--- src/rtl/ex_stage.sv ---
// Execute stage: ALU, sequential shift-add multiplier, branch/jump resolution
// and the registered EX/MEM pipeline register.
module ex_stage #(
  parameter int DATA_W = 32,
  parameter int RD_W   = 6
) (
  input  logic              clk,
  input  logic              rst,
  input  logic              in_valid,
  input  logic [8:0]        ctrl_in,
  input  logic [3:0]        alu_op,
  input  logic [DATA_W-1:0] rs_in,
  input  logic [DATA_W-1:0] rt_in,
  input  logic [RD_W-1:0]   rd_in,
  input  logic [DATA_W-1:0] offset_in,
  input  logic [DATA_W-1:0] pc_in,
  input  logic              flush_in,
  output logic              stall_out,
  output logic              redirect_valid,
  output logic [DATA_W-1:0] redirect_pc,
  output logic              out_valid,
  output logic [5:0]        ctrl_out,
  output logic [DATA_W-1:0] alu_result_out,
  output logic [DATA_W-1:0] store_data_out,
  output logic [RD_W-1:0]   rd_out,
  output logic [DATA_W-1:0] pc_out
);

  localparam int SH_W  = $clog2(DATA_W);
  localparam int CNT_W = $clog2(DATA_W);
  localparam logic [CNT_W-1:0] CNT_LAST = CNT_W'(DATA_W - 1);

  localparam logic [3:0] OP_ADD  = 4'b0000;
  localparam logic [3:0] OP_SUB  = 4'b0001;
  localparam logic [3:0] OP_AND  = 4'b0010;
  localparam logic [3:0] OP_OR   = 4'b0011;
  localparam logic [3:0] OP_XOR  = 4'b0100;
  localparam logic [3:0] OP_SLL  = 4'b0101;
  localparam logic [3:0] OP_SRL  = 4'b0110;
  localparam logic [3:0] OP_SRA  = 4'b0111;
  localparam logic [3:0] OP_ADDI = 4'b1000;
  localparam logic [3:0] OP_PASS = 4'b1001;
  localparam logic [3:0] OP_MUL  = 4'b1010;
  localparam logic [3:0] OP_SLT  = 4'b1011;

  typedef enum logic [1:0] {IDLE, BUSY, DONE} state_t;

  state_t             state, state_next;
  logic [DATA_W-1:0]  multiplicand, multiplier, acc;
  logic [CNT_W-1:0]   cnt;
  logic [DATA_W-1:0]  alu_result;
  logic               live, is_mul, mul_start, load, taken;

  // A wrong-path instruction sitting behind a redirect is squashed here.
  assign live   = in_valid & ~flush_in & ~redirect_valid;
  assign is_mul = (alu_op == OP_MUL);

  // ALU result; MUL reads the accumulated product, valid only in DONE.
  always_comb begin
    // NOTE: default first so no path through the case leaves the result unassigned (no latch).
    alu_result = '0;
    case (alu_op)
      OP_ADD:  alu_result = rs_in + rt_in;
      OP_SUB:  alu_result = rs_in - rt_in;
      OP_AND:  alu_result = rs_in & rt_in;
      OP_OR:   alu_result = rs_in | rt_in;
      OP_XOR:  alu_result = rs_in ^ rt_in;
      OP_SLL:  alu_result = rs_in << rt_in[SH_W-1:0];
      OP_SRL:  alu_result = rs_in >> rt_in[SH_W-1:0];
      OP_SRA:  alu_result = $signed(rs_in) >>> rt_in[SH_W-1:0];
      OP_ADDI: alu_result = rs_in + offset_in;
      OP_PASS: alu_result = rt_in;
      OP_MUL:  alu_result = acc;
      OP_SLT:  alu_result = {{(DATA_W-1){1'b0}}, ($signed(rs_in) < $signed(rt_in))};
      default: alu_result = '0;
    endcase
  end

  // Branch/jump resolution on the result being loaded into EX/MEM.
  assign taken = load & (ctrl_in[7]
                       | (ctrl_in[6] & (alu_result == '0))
                       | (ctrl_in[5] & alu_result[DATA_W-1]));

  // Multiplier FSM state register.
  always_ff @(posedge clk) begin
    // NOTE: non-blocking assignments for all clocked state so every register samples pre-edge values.
    if (rst) state <= IDLE;
    else     state <= state_next;
  end

  // Next-state, stall and load decode; flush aborts any multiply in flight.
  always_comb begin
    state_next = state;
    stall_out  = 1'b0;
    mul_start  = 1'b0;
    load       = 1'b0;
    case (state)
      IDLE: begin
        if (live && is_mul) begin
          stall_out  = 1'b1;
          mul_start  = 1'b1;
          state_next = BUSY;
        end else if (live) begin
          load = 1'b1;
        end
      end
      BUSY: begin
        if (flush_in) begin
          state_next = IDLE;
        end else begin
          stall_out = 1'b1;
          if (cnt == CNT_LAST) state_next = DONE;
        end
      end
      DONE: begin
        state_next = IDLE;
        load       = ~flush_in;
      end
      default: state_next = IDLE;
    endcase
    if (rst) stall_out = 1'b0;
  end

  // Shift-add multiplier datapath: one multiplier bit per BUSY cycle.
  always_ff @(posedge clk) begin
    // NOTE: these are working registers, not a memory array, so they take the synchronous reset too.
    if (rst) begin
      multiplicand <= '0;
      multiplier   <= '0;
      acc          <= '0;
      cnt          <= '0;
    end else if (mul_start) begin
      multiplicand <= rs_in;
      multiplier   <= rt_in;
      acc          <= '0;
      cnt          <= '0;
    end else if (state == BUSY && !flush_in) begin
      if (multiplier[0]) acc <= acc + multiplicand;
      multiplicand <= multiplicand << 1;
      multiplier   <= multiplier >> 1;
      cnt          <= cnt + CNT_W'(1);
    end
  end

  // EX/MEM pipeline register and the one-cycle redirect pulse.
  always_ff @(posedge clk) begin
    if (rst) begin
      redirect_valid <= 1'b0;
      redirect_pc    <= '0;
      out_valid      <= 1'b0;
      ctrl_out       <= '0;
      alu_result_out <= '0;
      store_data_out <= '0;
      rd_out         <= '0;
      pc_out         <= '0;
    end else begin
      redirect_valid <= taken;
      if (taken) redirect_pc <= rs_in;
      out_valid <= load;
      ctrl_out  <= load ? {ctrl_in[8], ctrl_in[4:0]} : 6'b0;
      if (load) begin
        alu_result_out <= alu_result;
        store_data_out <= rt_in;
        rd_out         <= rd_in;
        pc_out         <= pc_in;
      end
    end
  end

endmodule

--- config.mk ---
export PLATFORM = sky130hd
export DESIGN_NAME = ex_stage
export DESIGN_NICKNAME = d
export VERILOG_FILES = /design/src/rtl/ex_stage.sv
export SDC_FILE = /design/constraint.sdc
export NUM_CORES = 1
export LEC_CHECK = 0
export BUFFER_PORTS_ARGS = -buffer_cell sky130_fd_sc_hd__buf_2
export CORE_MARGIN = 10
export CORE_UTILIZATION = 30
export CTS_CLUSTER_DIAMETER = 80
export DETAILED_ROUTE_END_ITERATION = 8
export GPL_TIMING_DRIVEN = 0
export PLACE_DENSITY = 0.49
export SETUP_SLACK_MARGIN = 0.4
export SKIP_LAST_GASP = 1
export SLEW_MARGIN = 25
export SYNTH_ARGS = -nofsm -noshare
export SYNTH_HDL_FRONTEND = slang
export SYNTH_SLANG_ARGS = --single-unit
--- constraint.sdc ---
create_clock -name clk -period 5.7 [get_ports clk]
set_input_delay 0.57 -clock clk [delete_from_list [all_inputs] [get_ports clk]]
set_output_delay 0.57 -clock clk [all_outputs]
set_load 0.005 [all_outputs]
==> summary.md <==
| Metric | Value |
|---|---|
| Failing checks | negative setup slack |
| Ys async rst share | 0% |
| Critical path type | input port to flip-flop |
| R2R Setup Slk | 1.12 ns |
| HPWL after detailed placement | roughly 120000 um |
| Yosys cell types | 90 |
| LEAKAGE | ~11 nW |
| Critical Path Start | rt_in[0] |
| RSZ-0062 raised after global routing | true |
| FF+latch area | between 0.004 and 0.005 sq mm |
| #FFs+latches synth | about 250 |
| Io pins | a little under 300 |
| Multi-input gate area | roughly 0.017 sq mm |
| Post-route setup slack | -0.134 ns |
| Number of remaining DRC errors | 0 |
| Antenna-violating nets left | 0 |
| Reg-to-reg startpoint | acc[13]$_SDFFE_PP0P_ |
| F_max | between 0.15 and 0.2 GHz |
| R2r endpoint | redirect_pc[8]$_SDFFE_PP0P_ |
| CTS tree | done |
| Die ar. | slightly below 0.09 sq mm |
| Worst setup SP type | input port |
| Initial Util | 30.4% |
| CP Capture Type | flip-flop |
| Power Density | just over 200 mW/mm^2 |
| Status | complete, but fails checks |
| Arr. time, crit path | ~6.4 ns |
| EDFF count, synth | 0 |
| RD Place Congestion | around 1.1 |
| Avg WL per Cell | 35.2 um |
| Worst-path clk slew | 0.06 ns |
| First-pass GRT wire length | approximately 210000 um |
| Die Ht | between 200 and 300 um |
| Post-synthesis sequential area ratio | a little over a fifth |
| Core footprint | 0.0747 sq mm |
| Total of max-cap violations | 0 |
| CTS max path bufs | 3 |
| H-tree levels | 1 |
| Capture point of the worst path | redirect_pc[8]$_SDFFE_PP0P_ |
| CTS buffer count | 29 |
| Dominant cell type by area after synthesis | dfxtp_1 |
| Gate Count Post-Synth | around 3k |
| Vias | between 20k and 30k |
| Syn nets | about 3.3k |
| Mapped Avg Cell Area | between 7 and 8 sq um |
| Min cycle time layout | just under 6 ns |
| Worst Path Max Fanout | 11 |
| Syn. warnings | 0 |
| Clock Skews | approximately 0.045 ns |
| Die Wd | 295 um |
| Top FF cell, synth | dfxtp_1 |
| Layout cell share with drive strength beyond 1 | between 20% and 30% |
| Final nets | roughly 3.7k |
| Initial antenna violation count | 2 |
| Largest net degree at the start of global routing | 16 |
| Area Growth Syn to Fin | 22.5% |
| Number of DRC markers in iteration 0 | 3597 |
| CP Data Required Time | about 6.3 ns |
| Filler cells | between 8k and 9k |
| Min-Delay Path Class | input port to flip-flop |
| Top post-synthesis cells by area | dfxtp_1, ha_1, nand2_1 |
| Slew Viols, Final | 0 |
| Detailed-router iteration count before antenna repair | 6 |
| Post-synth top area share | between 20% and 30% |
| R2r worst-path depth | 14 |
| Port bufs | 290 |
| Finished Core Util | 37.2% |
| Peak supply drop | 241 uV |
| Worst rel slew slack | ~22% |
| Clk_lat worst skew | 0.62 ns |
| CTS Sinks | 245 |
| Final Hold Fails | 0 |
| Worst-margin pin slew | approximately 1.2 ns |
| Pwr Total | 5.74 mW |
| Post-Syn Area | roughly 0.023 sq mm |
| Rows | 100 |
| Grt total ovfl | 0 |
| Vias in the first global route | around 26k |
| Overall Global Routing Usage | approximately a third |
| Drt total wl | 154000 um |
| Vias per cell | about 6.3 |
| Clock Root Buffer | clkbuf_16 |
| Setup violations, final | 32 |
| Fin crit share | 102% |
[cell usage after synthesis, drive strengths merged, types with 20 or more instances]
master  count
a221oi     22
nor4       24
mux2       43
dfxtp     245
buf        72
o31ai      22
o221ai     20
nand3      89
nor2      224
a21oi     302
mux4       44
o211ai     38
nand2     414
a22oi      62
o21ai     133
nand2b     34
inv       110
clkbuf    178
mux2i     109
xnor2      45
nand4      33
nor3       59
ha        170
nor2b      39
a21o       58
and3       22
a211oi     88
[cell usage in the layout, fill, tap and decap left out, drive strengths merged, types with 45 or more instances in the layout]
master,netlist,layout
nor2,224,224
mux2i,109,109
xnor2,45,45
nand2,414,414
nand3,89,89
inv,110,111
a21oi,302,302
buf,72,415
o21ai,133,133
a21o,58,58
nor3,59,59
dfxtp,245,245
clkbuf,178,222
a22oi,62,62
a211oi,88,88
ha,170,170
[power breakdown]
group / total [mW] / internal, mW / switching (mW)
Combinational: 2.10 / 0.659 / 1.44
Sequential: 1.80 / 1.77 / 0.0304
Clock: 1.84 / 1.03 / 0.815
Total: 5.74 / 3.46 / 2.28
[cell type report]
cell class	count	area share, %
Sequential cell	245	17.6
Clock inverter	10	0.270
Inverter	111	1.52
Buffer	250	4.84
Clock buffer	41	3.02
Tap cell	969	4.36
Multi-Input combinational cell	2402	61.1
Antenna cell	2	0.0180
Timing Repair Buffer	348	7.18
[logic make-up after synthesis]
| group | share of synthesized area (%) |
|---|---|
| xor gates and xnor gates | 2.39 |
| AOI/OAI and AO/OA | 27.5 |
| and+or+nand+nor | 21.0 |
| buffers and inverters | 6.50 |
| DFF | 21.6 |
| adders and majority gates | 9.64 |
| muxes | 11.3 |
[registers in the layout, summed over array words and instances (netlist names)]
signal and count:
multiplier 32, cnt 5, store_data_out 32, pc_out 32, ctrl_out 6, acc 32
multiplicand 32, redirect_valid 1, redirect_pc 32, alu_result_out 32, out_valid 1, state 2
rd_out 6
[worst max-delay path, cell delays in order]
cell	delay [ns]
buf_2	0.33
buf_6	0.24
inv_2	0.14
buf_2	0.25
buf_2	0.30
ha_1	0.29
mux2i_2	0.49
mux2i_1	0.42
and3_1	0.35
o31ai_2	0.59
o221ai_2	0.29
nor4_2	0.23
nand4_1	0.14
or4_4	0.56
or4_4	0.56
buf_8	0.17
clkbuf_16	0.15
a21o_1	0.16
a21oi_2	0.12
[per-layer routing]
metal | GRT usage (%) | vias to the layer above | part of all wire, %
li1 | - | 11800 | -
met1 | 44.3 | 13500 | 41
met2 | 50.6 | 1825 | 42
met3 | 6.89 | 400 | 10
met4 | 19.7 | 2 | 7.2
met5 | 0 | - | 0.0071
[worst min-delay path by stage]
stage	start	cells past startpoint	endpoint	slack, ns
2_1_floorplan	multiplier[1]$_SDFFE_PP0N_	2	multiplier[1]$_SDFFE_PP0N_	0.44
3_3_place_gp	store_data_out[11]$_SDFFE_PP0P_	2	store_data_out[11]$_SDFFE_PP0P_	0.44
3_5_place_dp	pc_out[28]$_SDFFE_PP0P_	2	pc_out[28]$_SDFFE_PP0P_	0.44
4_1_cts	ctrl_in[0]	2	ctrl_out[0]$_SDFF_PP0_	0.15
5_1_grt	ctrl_in[4]	2	ctrl_out[4]$_SDFF_PP0_	0.16
6_report	ctrl_in[8]	2	ctrl_out[5]$_SDFF_PP0_	0.18
[repair_timing]
| item | CTS | global route |
|---|---|---|
| hold buffers | 0 | 0 |
| resized for setup | 159 | 90 |
| setup endpoints to repair | 57 | 33 |
| pin swaps | 33 | 43 |
| buffers inserted | 31 | 17 |
| gates cloned | 4 | 2 |
[per-stage QoR]
stage	std cells	TNS (ns)	hold slack (ns)	worst slack [ns]	area, sq um
floorplan	3008	0	0.436	0.176	22800
global placement	4267	-114.59	0.439	-2.96	25500
detailed placement	4271	-106.12	0.445	-2.78	25600
CTS	4357	-0.0566	0.154	-0.0160	27300
global route	4376	-0.358	0.157	-0.0341	27800
finish	4378	-3.29	0.178	-0.134	27800
(Power assumes the default switching activity.)
